[config.mk]
export PLATFORM = sky130hd
export DESIGN_NAME = cpu6_trap_ctrl_flat
export DESIGN_NICKNAME = d
export VERILOG_FILES = /design/src/rtl/cpu6_trap_ctrl_pkg.sv /design/src/rtl/cpu6_trap_ctrl_if.sv /design/src/rtl/cpu6_trap_ctrl.sv /design/src/flat_wrapper.sv
export SDC_FILE = /design/constraint.sdc
export NUM_CORES = 1
export LEC_CHECK = 0
export CORE_UTILIZATION = 30
export DETAILED_ROUTE_END_ITERATION = 10
export SYNTH_ARGS = -nofsm -noshare
export SYNTH_HDL_FRONTEND = slang
export SYNTH_SLANG_ARGS = --single-unit
[constraint.sdc]
create_clock -name clk -period 1.8 [get_ports clk]
set_input_delay 0.18 -clock clk [delete_from_list [all_inputs] [get_ports clk]]
set_output_delay 0.18 -clock clk [all_outputs]
set_load 0.05 [all_outputs]
[src/rtl/cpu6_trap_ctrl_pkg.sv]
// cpu6_trap_ctrl_pkg
// Shared definitions for the cpu6 trap sequencer:
//   - CPU6_XLEN              : default datapath / CSR width
//   - CPU6_MCAUSE_MEI        : exception code of the machine external interrupt
//   - CPU6_MCAUSE_INT_BIT    : mcause bit that marks an interrupt cause
//   - trap_state_e           : sequencer states (3-bit encoding)
//   - trap_kind_e            : what the running sequence will do after FLUSH
package cpu6_trap_ctrl_pkg;

  localparam int CPU6_XLEN           = 32;
  localparam int CPU6_MCAUSE_MEI     = 11;
  localparam int CPU6_MCAUSE_INT_BIT = CPU6_XLEN - 1;

  typedef enum logic [2:0] {
    CPU6_TRAP_IDLE  = 3'd0,
    CPU6_TRAP_FLUSH = 3'd1,
    CPU6_TRAP_SAVE  = 3'd2,
    CPU6_TRAP_RET   = 3'd3,
    CPU6_TRAP_REDIR = 3'd4
  } trap_state_e;

  typedef enum logic {
    KIND_TRAP = 1'b0,
    KIND_MRET = 1'b1
  } trap_kind_e;

endpackage

[src/rtl/cpu6_trap_ctrl_if.sv]
// cpu6_trap_ctrl_if
// Bundles every signal between the trap sequencer and its neighbours
// (stage-M detect, CSR unit, fetch PC mux).
//   slave  : the trap sequencer (takes requests, drives CSR/redirect outputs)
//   master : the core side (raises requests, consumes CSR/redirect outputs)
interface cpu6_trap_ctrl_if #(
  parameter int XLEN    = 32,
  parameter int CAUSE_W = 4
);
  logic               excp_valid;
  logic [XLEN-1:0]    excp_pc;
  logic [CAUSE_W-1:0] excp_code;
  logic               irq_pending;
  logic               mret_valid;
  logic               mstatus_mie;
  logic [XLEN-1:0]    mtvec_in;
  logic [XLEN-1:0]    mepc_in;
  logic               redirect_ready;
  logic               busy;
  logic               flush;
  logic               csr_trap_we;
  logic [XLEN-1:0]    csr_mepc_wdata;
  logic [XLEN-1:0]    csr_mcause_wdata;
  logic               mstatus_trap;
  logic               mstatus_mret;
  logic               redirect_valid;
  logic [XLEN-1:0]    redirect_pc;

  modport slave (
    input  excp_valid, excp_pc, excp_code, irq_pending, mret_valid,
           mstatus_mie, mtvec_in, mepc_in, redirect_ready,
    output busy, flush, csr_trap_we, csr_mepc_wdata, csr_mcause_wdata,
           mstatus_trap, mstatus_mret, redirect_valid, redirect_pc
  );

  modport master (
    output excp_valid, excp_pc, excp_code, irq_pending, mret_valid,
           mstatus_mie, mtvec_in, mepc_in, redirect_ready,
    input  busy, flush, csr_trap_we, csr_mepc_wdata, csr_mcause_wdata,
           mstatus_trap, mstatus_mret, redirect_valid, redirect_pc
  );
endinterface

[src/rtl/cpu6_trap_ctrl.sv]
// cpu6_trap_ctrl
// Trap sequencer: every exception, enabled machine interrupt and MRET runs
// IDLE -> FLUSH (FLUSH_CYCLES) -> SAVE or RET (1) -> REDIR (until ready).
// Sole owner of the CSR trap-write ports. All outputs are registered and are
// decoded from the next state, so they line up with the state they describe.
// Ports:
//   clk    : core clock
//   reset  : asynchronous active-low reset
//   bus    : cpu6_trap_ctrl_if.slave (requests in, CSR/flush/redirect out)
module cpu6_trap_ctrl
  import cpu6_trap_ctrl_pkg::*;
#(
  parameter int XLEN         = CPU6_XLEN,
  parameter int CAUSE_W      = 4,
  parameter int FLUSH_CYCLES = 2
) (
  input  logic             clk,
  input  logic             reset,
  cpu6_trap_ctrl_if.slave  bus
);

  localparam logic [2:0]      FLUSH_LOAD = 3'(FLUSH_CYCLES - 1);
  localparam logic [XLEN-1:0] MCAUSE_IRQ =
    {1'b1, {(XLEN-1-CAUSE_W){1'b0}}, CAUSE_W'(CPU6_MCAUSE_MEI)};

  trap_state_e     state_r, state_s;
  trap_kind_e      kind_r, kind_s;
  logic [2:0]      cnt_r, cnt_s;
  logic [XLEN-1:0] pc_r, pc_s;
  logic [XLEN-1:0] cause_r, cause_s;
  logic [XLEN-1:0] rpc_r, rpc_s;

  logic            busy_r, flush_r, we_r, trap_r, mret_r, rvalid_r;
  logic [XLEN-1:0] mepc_wdata_r, mcause_wdata_r;

  // Next-state logic; request inputs only matter while IDLE.
  always_comb begin
    state_s = state_r;
    kind_s  = kind_r;
    cnt_s   = cnt_r;
    pc_s    = pc_r;
    cause_s = cause_r;
    rpc_s   = rpc_r;
    case (state_r)
      CPU6_TRAP_IDLE: begin
        if (bus.excp_valid) begin
          pc_s    = bus.excp_pc;
          cause_s = XLEN'(bus.excp_code);
          kind_s  = KIND_TRAP;
          cnt_s   = FLUSH_LOAD;
          state_s = CPU6_TRAP_FLUSH;
        end else if (bus.irq_pending && bus.mstatus_mie) begin
          pc_s    = bus.excp_pc;
          cause_s = MCAUSE_IRQ;
          kind_s  = KIND_TRAP;
          cnt_s   = FLUSH_LOAD;
          state_s = CPU6_TRAP_FLUSH;
        end else if (bus.mret_valid) begin
          kind_s  = KIND_MRET;
          cnt_s   = FLUSH_LOAD;
          state_s = CPU6_TRAP_FLUSH;
        end else begin
          state_s = CPU6_TRAP_IDLE;
        end
      end
      CPU6_TRAP_FLUSH: begin
        if (cnt_r == 3'd0) begin
          state_s = (kind_r == KIND_TRAP) ? CPU6_TRAP_SAVE : CPU6_TRAP_RET;
        end else begin
          cnt_s = cnt_r - 3'd1;
        end
      end
      CPU6_TRAP_SAVE: begin
        // Direct mode only: mtvec MODE bits are dropped.
        rpc_s   = {bus.mtvec_in[XLEN-1:2], 2'b00};
        state_s = CPU6_TRAP_REDIR;
      end
      CPU6_TRAP_RET: begin
        rpc_s   = {bus.mepc_in[XLEN-1:1], 1'b0};
        state_s = CPU6_TRAP_REDIR;
      end
      CPU6_TRAP_REDIR: begin
        if (bus.redirect_ready) begin
          state_s = CPU6_TRAP_IDLE;
        end else begin
          state_s = CPU6_TRAP_REDIR;
        end
      end
      default: begin
        state_s = CPU6_TRAP_IDLE;
      end
    endcase
  end

  // Sequencer state, flush counter and captured trap context.
  always_ff @(posedge clk or negedge reset) begin
    if (!reset) begin
      state_r <= CPU6_TRAP_IDLE;
      kind_r  <= KIND_TRAP;
      cnt_r   <= 3'd0;
      pc_r    <= {XLEN{1'b0}};
      cause_r <= {XLEN{1'b0}};
      rpc_r   <= {XLEN{1'b0}};
    end else begin
      state_r <= state_s;
      kind_r  <= kind_s;
      cnt_r   <= cnt_s;
      pc_r    <= pc_s;
      cause_r <= cause_s;
      rpc_r   <= rpc_s;
    end
  end

  // Output registers decoded from the next state so they are glitch-free and
  // cleared immediately by reset, killing any pending CSR write.
  always_ff @(posedge clk or negedge reset) begin
    if (!reset) begin
      busy_r         <= 1'b0;
      flush_r        <= 1'b0;
      we_r           <= 1'b0;
      trap_r         <= 1'b0;
      mret_r         <= 1'b0;
      rvalid_r       <= 1'b0;
      mepc_wdata_r   <= {XLEN{1'b0}};
      mcause_wdata_r <= {XLEN{1'b0}};
    end else begin
      busy_r         <= (state_s != CPU6_TRAP_IDLE);
      flush_r        <= (state_s == CPU6_TRAP_FLUSH);
      we_r           <= (state_s == CPU6_TRAP_SAVE);
      trap_r         <= (state_s == CPU6_TRAP_SAVE);
      mret_r         <= (state_s == CPU6_TRAP_RET);
      rvalid_r       <= (state_s == CPU6_TRAP_REDIR);
      mepc_wdata_r   <= (state_s == CPU6_TRAP_SAVE) ? {pc_s[XLEN-1:1], 1'b0}
                                                    : {XLEN{1'b0}};
      mcause_wdata_r <= (state_s == CPU6_TRAP_SAVE) ? cause_s : {XLEN{1'b0}};
    end
  end

  assign bus.busy             = busy_r;
  assign bus.flush            = flush_r;
  assign bus.csr_trap_we      = we_r;
  assign bus.csr_mepc_wdata   = mepc_wdata_r;
  assign bus.csr_mcause_wdata = mcause_wdata_r;
  assign bus.mstatus_trap     = trap_r;
  assign bus.mstatus_mret     = mret_r;
  assign bus.redirect_valid   = rvalid_r;
  assign bus.redirect_pc      = rpc_r;

endmodule
[src/flat_wrapper.sv]
// flat-port wrapper written by rule: the top's interface ports become plain ports
module cpu6_trap_ctrl_flat import cpu6_trap_ctrl_pkg::*;
#(
  parameter int XLEN         = CPU6_XLEN,
  parameter int CAUSE_W      = 4,
  parameter int FLUSH_CYCLES = 2
)
  (clk, reset, bus_excp_valid, bus_excp_pc, bus_excp_code, bus_irq_pending, bus_mret_valid, bus_mstatus_mie, bus_mtvec_in, bus_mepc_in, bus_redirect_ready, bus_busy, bus_flush, bus_csr_trap_we, bus_csr_mepc_wdata, bus_csr_mcause_wdata, bus_mstatus_trap, bus_mstatus_mret, bus_redirect_valid, bus_redirect_pc);
  cpu6_trap_ctrl_if #(.XLEN(XLEN), .CAUSE_W(CAUSE_W)) bus_i ();
  input  logic clk;
  input  logic reset;
  input wire logic [$bits(bus_i.excp_valid)-1:0] bus_excp_valid;
  input wire logic [$bits(bus_i.excp_pc)-1:0] bus_excp_pc;
  input wire logic [$bits(bus_i.excp_code)-1:0] bus_excp_code;
  input wire logic [$bits(bus_i.irq_pending)-1:0] bus_irq_pending;
  input wire logic [$bits(bus_i.mret_valid)-1:0] bus_mret_valid;
  input wire logic [$bits(bus_i.mstatus_mie)-1:0] bus_mstatus_mie;
  input wire logic [$bits(bus_i.mtvec_in)-1:0] bus_mtvec_in;
  input wire logic [$bits(bus_i.mepc_in)-1:0] bus_mepc_in;
  input wire logic [$bits(bus_i.redirect_ready)-1:0] bus_redirect_ready;
  output wire logic [$bits(bus_i.busy)-1:0] bus_busy;
  output wire logic [$bits(bus_i.flush)-1:0] bus_flush;
  output wire logic [$bits(bus_i.csr_trap_we)-1:0] bus_csr_trap_we;
  output wire logic [$bits(bus_i.csr_mepc_wdata)-1:0] bus_csr_mepc_wdata;
  output wire logic [$bits(bus_i.csr_mcause_wdata)-1:0] bus_csr_mcause_wdata;
  output wire logic [$bits(bus_i.mstatus_trap)-1:0] bus_mstatus_trap;
  output wire logic [$bits(bus_i.mstatus_mret)-1:0] bus_mstatus_mret;
  output wire logic [$bits(bus_i.redirect_valid)-1:0] bus_redirect_valid;
  output wire logic [$bits(bus_i.redirect_pc)-1:0] bus_redirect_pc;
  assign bus_i.excp_valid = bus_excp_valid;
  assign bus_i.excp_pc = bus_excp_pc;
  assign bus_i.excp_code = bus_excp_code;
  assign bus_i.irq_pending = bus_irq_pending;
  assign bus_i.mret_valid = bus_mret_valid;
  assign bus_i.mstatus_mie = bus_mstatus_mie;
  assign bus_i.mtvec_in = bus_mtvec_in;
  assign bus_i.mepc_in = bus_mepc_in;
  assign bus_i.redirect_ready = bus_redirect_ready;
  assign bus_busy = bus_i.busy;
  assign bus_flush = bus_i.flush;
  assign bus_csr_trap_we = bus_i.csr_trap_we;
  assign bus_csr_mepc_wdata = bus_i.csr_mepc_wdata;
  assign bus_csr_mcause_wdata = bus_i.csr_mcause_wdata;
  assign bus_mstatus_trap = bus_i.mstatus_trap;
  assign bus_mstatus_mret = bus_i.mstatus_mret;
  assign bus_redirect_valid = bus_i.redirect_valid;
  assign bus_redirect_pc = bus_i.redirect_pc;
  cpu6_trap_ctrl #(.XLEN(XLEN), .CAUSE_W(CAUSE_W), .FLUSH_CYCLES(FLUSH_CYCLES)) u_core (.clk(clk), .reset(reset), .bus(bus_i));
endmodule
==> results of run 1 <==
## logic make-up after synthesis
| kind of cell | count (synthesis) |
|---|---|
| flops | 169 |
| simple gates | 141 |
| mux | 62 |
| compound gates | 49 |
| buf+inv | 32 |
| fa+ha+maj | 2 |
| other cells | 1 |
## routing by layer
layer  global-route usage, %  part of all wire (%)  wire length (um)  vias up
met2                   22.64                    49              6544      130
met1                   15.81                    42              5541     1954
met4                   5.474                   1.6               218        0
met3                   4.859                   7.5               999       15
met5                       0                     0                 0        -
li1                        -                     -                 -     1912
## cell type report
| cell class | instances | area (um^2) |
|---|---|---|
| Inverter | 4 | 15.01 |
| Clock buffer | 22 | 464.2 |
| Multi-Input combinational cell | 256 | 1775 |
| Timing Repair Buffer | 219 | 2281 |
| Clock inverter | 9 | 115.1 |
| Tap cell | 270 | 337.8 |
| Sequential cell | 169 | 4230 |
| Fill cell | 1804 | 11020 |
## per-stage QoR
stage,total power (W),setup WS [ns],std cells
2_1_floorplan,0.009397,0.1759,457
3_3_place_gp,0.01136,0.06815,917
3_5_place_dp,0.01151,0.05724,917
4_1_cts,0.01515,0.001450,949
5_1_grt,0.01577,0.001688,949
6_report,0.01487,0.04215,949
## registers in the layout, indices dropped and copies added, names as in the netlist
register	count
u_core.bus.csr_mcause_wdata	32
u_core.bus.busy	1
u_core.cause_r	32
u_core.state_r	3
u_core.bus.csr_trap_we	1
u_core.bus.flush	1
u_core.kind_r	1
u_core.bus.redirect_pc	31
u_core.bus.mstatus_mret	1
u_core.cnt_r	3
u_core.bus.csr_mepc_wdata	31
u_core.pc_r	31
u_core.bus.redirect_valid	1
## worst max-delay path by stage
stage	from	to	slack, ns	depth (start not counted)
2_1_floorplan	u_core.cnt_r[0]	u_core.bus.csr_mcause_wdata[10]	0.18	8
4_1_cts	u_core.bus.redirect_pc[25]	bus_redirect_pc[25]	0.001	1
3_5_place_dp	bus_mstatus_mie	u_core.pc_r[27]	0.06	5
6_report	u_core.bus.redirect_pc[19]	bus_redirect_pc[19]	0.04	1
3_3_place_gp	bus_irq_pending	u_core.pc_r[23]	0.07	5
5_1_grt	u_core.bus.redirect_pc[26]	bus_redirect_pc[26]	0.002	1
## what timing repair did
action,CTS,global route
pin swaps,0,1
hold buffers,1,0
resized for setup,3,25
hold endpoints to repair,38,0
buffers inserted,0,0
setup endpoints to repair,3,46
## power breakdown
| part | switching, W | internal, W | total, W |
|---|---|---|---|
| Sequential | 0.000483 | 0.00484 | 0.00532 |
| Combinational | 0.00364 | 0.00233 | 0.00598 |
| Clock | 0.00145 | 0.00212 | 0.00357 |
| Total | 0.00558 | 0.00930 | 0.0149 |
## layout by cell type (no fill, tap or decap), drive strengths merged, types with 5 or more instances in the layout
master,instances
a21oi,5
clkbuf,22
mux2i,30
buf,20
dfrtp,169
nor2,5
clkdlybuf4s50,171
nand2,38
dlymetal6s2s,24
and2,62
inv,6
nor2b,28
mux2,32
o21ai,32
==> flow_summary.yaml, run 1 <==
status:
  status: "complete, no violations"
grt:
  grt_pass1_wl_um: 22240
  grt_pass1_vias: 4351
  grt-ovfl-total: 0
  antenna_found_initial: 0
  grt_start_max_net_pins: 66
  grt_util_all_layers_pct: 13.54
clock_tree:
  htreeDepth: 4
  cts_tree: "built"
  cts_made_buffers: 17
  clk_path_buf_depth: 2
  clock_sinks: 169
  clk_pin_slew_worst_paths_ns: 0.06
  clk_latency_ns: 0.42
  root_buffer: "clkbuf_16"
power_and_ir_drop:
  powerDensity_nw_per_um2: 1614
  p_leak_nw: 4.551
  ir_drop_mv: 0.9542
place:
  gp_congestion: 0.7314
  portBuffers: 202
  dpl.hpwl_um: 9578
  placed_area_um2: 8569
yosys:
  syn-cell-area_um2: 6176
  yosys_warnings: 0
  synthXorXnorAreaFrac_pct: 0
  synthMuxAreaShare_pct: 10.70
  synth_top_area_share_pct: 68.48
  yosysSeqAreaShare_pct: 68.48
  synthSimpleGateAreaFrac_pct: 12.91
  synth_fa_ha_area_share_pct: 0.4052
  ys_ff_latch: 169
  synthTopCellsByCount: "dfrtp_1, and2_1, nand2_1"
  yosysMostFrequentCell: "dfrtp_1"
  async_reset_ff_share_pct: 100.0
  synth_ff_type: "dfrtp_1"
  synth_area_leader_cell: "dfrtp_1"
  syn_area_per_cell_um2: 13.54
  synth_compound_area_share_pct: 4.558
  synth.area.top_cells: "dfrtp_1, and2_1, mux2_2, mux2i_1, nor2b_1"
  synth_cell_types: 33
  synthesis.instances: 456
  synth_top_family_by_area: "simple AND/OR/NAND/NOR gates"
  synth-edff-count: 0
worst_setup_path:
  path_cells: "clkdlybuf4s50_1"
  critPathMaxStageDelay_ns: 0.81
  worst-setup-path-type: "register to output port"
  startpoint_type: "register"
  r2r_setup_slack_ns: 0.13
  end_kind: "output port"
  reg2reg_from: "u_core.state_r[1]"
  cp_slowest_cell: "clkdlybuf4s50_1"
  critPathMaxFanout: 2
  arrival_ns: 1.58
  r2r_end: "u_core.pc_r[23]"
  path_delay_family: "buffers and inverters"
  r2r_cells: 4
  worstPathRequired_ns: 1.62
  path_buf_inv: 1
final_layout:
  layout-drive-gt1-share_pct: 12.08
  fin_area_um2: 9219
  syn_to_final_growth_pct: 49.27
  fin_util_pct: 45.56
  diodes: 0
  nets: 776
routing:
  wl_um: 13300
  drt_iter0_markers: 86
  detail_route.wl_per_cell_um: 14.02
  via_count: 4011
  ant_nets: 0
  firstDrtPassIters: 4
  vias_per_cell: 4.227
  drcViolationCount: 0
worst_hold_path:
  hp-class: "input port to asynchronous set/reset pin"
floorplan:
  dieWidth_um: 145.5
  io_pins: 209
  die_h_um: 145.5
  coreArea_um2: 20230
  die_area_um2: 21160
  start_util_pct: 30.52
  num_rows: 52
sta:
  final_hold_viol_count: 0
  hold-worst-slack_ns: 0.2508
  rsz0062_at_grt: "false"
  clock.fmax_ghz: 0.5689
  drv_slew: 0
  period_share_pct: 97.66
  slew_headroom_pct: 63.01
  worst_pin_slew_ns: 0.5539
  finalSetupViolCount: 0
  period_needed_ns: 1.758
  tns_ns: 0
  finClkSkew_ns: 0.009953
job:
  cap_viol_max_count: 0
Power figures use the tool's default switching activity.
==> run 2: changes to the inputs <==
--- a/config.mk
+++ b/config.mk
@@ -7,6 +7,7 @@
 export LEC_CHECK = 0
 export CORE_UTILIZATION = 30
 export DETAILED_ROUTE_END_ITERATION = 10
+export GPL_ROUTABILITY_DRIVEN = 0
 export SYNTH_ARGS = -nofsm -noshare
 export SYNTH_HDL_FRONTEND = slang
 export SYNTH_SLANG_ARGS = --single-unit
==> results of run 2 <==
The final DEF is identical to that of run 1; final timing and power are the same.
==> run 3: changes to the inputs <==
--- a/config.mk
+++ b/config.mk
@@ -8,6 +8,7 @@
 export CORE_UTILIZATION = 30
 export DETAILED_ROUTE_END_ITERATION = 10
 export GPL_ROUTABILITY_DRIVEN = 0
+export MAX_ROUTING_LAYER = met4
 export SYNTH_ARGS = -nofsm -noshare
 export SYNTH_HDL_FRONTEND = slang
 export SYNTH_SLANG_ARGS = --single-unit
==> flow_summary.yaml, run 3 (same netlist as run 1, synthesis figures left out) <==
final_layout:
  fin_area_um2: 9215
  n_fill_cell: 1804
  nets: 776
  final_cell_mix: "clkdlybuf4s50_1, dfrtp_1, and2_1"
  layout-drive-gt1-share_pct: 12.08
  fin_util_pct: 45.54
  syn_to_final_growth_pct: 49.21
  diodes: 0
  final_common_cell: "clkdlybuf4s50_1"
routing:
  vias_per_cell: 4.224
  firstDrtPassIters: 4
  ant_nets: 0
  drcViolationCount: 0
  detail_route.wl_per_cell_um: 14.03
  drt_iter0_markers: 90
  wl_um: 13310
  via_count: 4009
power_and_ir_drop:
  p_leak_nw: 4.551
  power_switching_w: 0.005580
  sw_frac_of_total_pct: 37.52
  combPwrFrac_pct: 40.1
  seqPwrFrac_pct: 35.8
  powerDensity_nw_per_um2: 1614
  internal-power_w: 0.009292
  clock_power_share_pct: 24.0
  ir_drop_mv: 0.9571
sta:
  hold-worst-slack_ns: 0.2516
  final_hold_viol_count: 0
  clock.fmax_ghz: 0.5676
  finClkSkew_ns: 0.009932
  period_share_pct: 97.88
  worst_pin_slew_ns: 0.5475
  period_needed_ns: 1.762
  slew_headroom_pct: 63.44
  tns_ns: 0
  finalSetupViolCount: 0
  drv_slew: 0
  rsz0062_at_grt: "true"
worst_setup_path:
  r2r_setup_slack_ns: 0.13
  path_buf_inv: 1
  critPathMaxFanout: 2
  reg2reg_from: "u_core.state_r[1]"
  path_delay_family: "buffers and inverters"
  arrival_ns: 1.58
  r2r_end: "u_core.pc_r[23]"
  critPathLaunch: "u_core.bus.redirect_pc[13]"
  path_cells: "clkdlybuf4s50_1"
  critPathMaxStageDelay_ns: 0.82
  cp.depth: 1
  cp_slowest_cell: "clkdlybuf4s50_1"
  startpoint_type: "register"
  end_kind: "output port"
  r2r_cells: 4
  worstPathRequired_ns: 1.62
  worst-setup-path-type: "register to output port"
  endpoint: "bus_redirect_pc[13]"
clock_tree:
  clk_pin_slew_worst_paths_ns: 0.06
  htreeDepth: 4
  clk_latency_ns: 0.42
  root_buffer: "clkbuf_16"
  post_cts_buffers: 0
  clk_path_buf_depth: 2
  clock_sinks: 169
  cts_tree: "built"
  cts_made_buffers: 17
place:
  portBuffers: 202
  placed_area_um2: 8569
  dpl.hpwl_um: 9578
grt:
  grt_pass1_vias: 4358
  grt_start_max_net_pins: 66
  grt_util_all_layers_pct: 13.95
  grt_pass1_wl_um: 22170
  antenna_found_initial: 0
  grt-ovfl-total: 0
floorplan:
  die_area_um2: 21160
  io_pins: 209
  die_h_um: 145.5
  dieWidth_um: 145.5
  coreArea_um2: 20230
  num_rows: 52
  start_util_pct: 30.52
job:
  cap_viol_max_count: 0
status:
  status: "complete, no violations"
worst_hold_path:
  hp-class: "input port to asynchronous set/reset pin"
run 3: cell types whose count changed in the layout (fill, tap and decap cells not counted):
cell and change:
buf_6 -1, buf_4 +1
run 3: worst min-delay path by stage:
| stage | slack (ns) | to | from |
|---|---|---|---|
| after detailed placement | 0.12 | u_core.bus.csr_trap_we | reset |
| final | 0.25 | u_core.bus.csr_mepc_wdata[29] | reset |
| after global placement | 0.12 | u_core.bus.csr_trap_we | reset |
| after CTS | 0.24 | u_core.cause_r[10] | reset |
| after global routing | 0.28 | u_core.cause_r[10] | reset |
| after floorplan | -0.12 | u_core.bus.busy | reset |
run 3: routing by layer:
layer / global-route usage (%) / vias up / share of wire (%)
met5: - / - / 0
met4: 5.474 / 0 / 1.6
met3: 4.295 / 15 / 6.5
met2: 22.64 / 132 / 49
met1: 16.16 / 1953 / 43
li1: - / 1909 / -
run 3: final cells by class:
| type | count | area [um^2] | share of cell area (%) |
|---|---|---|---|
| Sequential cell | 169 | 4230 | 45.91 |
| Tap cell | 270 | 337.8 | 3.666 |
| Inverter | 4 | 15.01 | 0.1629 |
| Clock inverter | 9 | 115.1 | 1.249 |
| Multi-Input combinational cell | 256 | 1775 | 19.27 |
| Clock buffer | 22 | 464.2 | 5.037 |
| Timing Repair Buffer | 219 | 2277 | 24.71 |
run 3: what timing repair did:
action	CTS	global route
resized for setup	3	24
pin swaps	0	0
hold endpoints to repair	38	0
setup endpoints to repair	3	38
hold buffers	1	0
run 3: power by group through the flow:
stage / clock network, W / registers (W) / logic, W
global route: 0.00385 / 0.00547 / 0.00644
detailed placement: 0 / 0.00540 / 0.00611
finish: 0.00358 / 0.00533 / 0.00597
CTS: 0.00370 / 0.00535 / 0.00609
global placement: 0 / 0.00537 / 0.00600
floorplan: 0 / 0.00719 / 0.00220
run 3: stage by stage:
stage	total power [W]	std cells	setup slack, ns
2_1_floorplan	0.009397	457	0.1759
3_3_place_gp	0.01136	917	0.06815
3_5_place_dp	0.01151	917	0.05724
4_1_cts	0.01515	949	0.001450
5_1_grt	0.01576	949	-0.01279
6_report	0.01487	949	0.03820
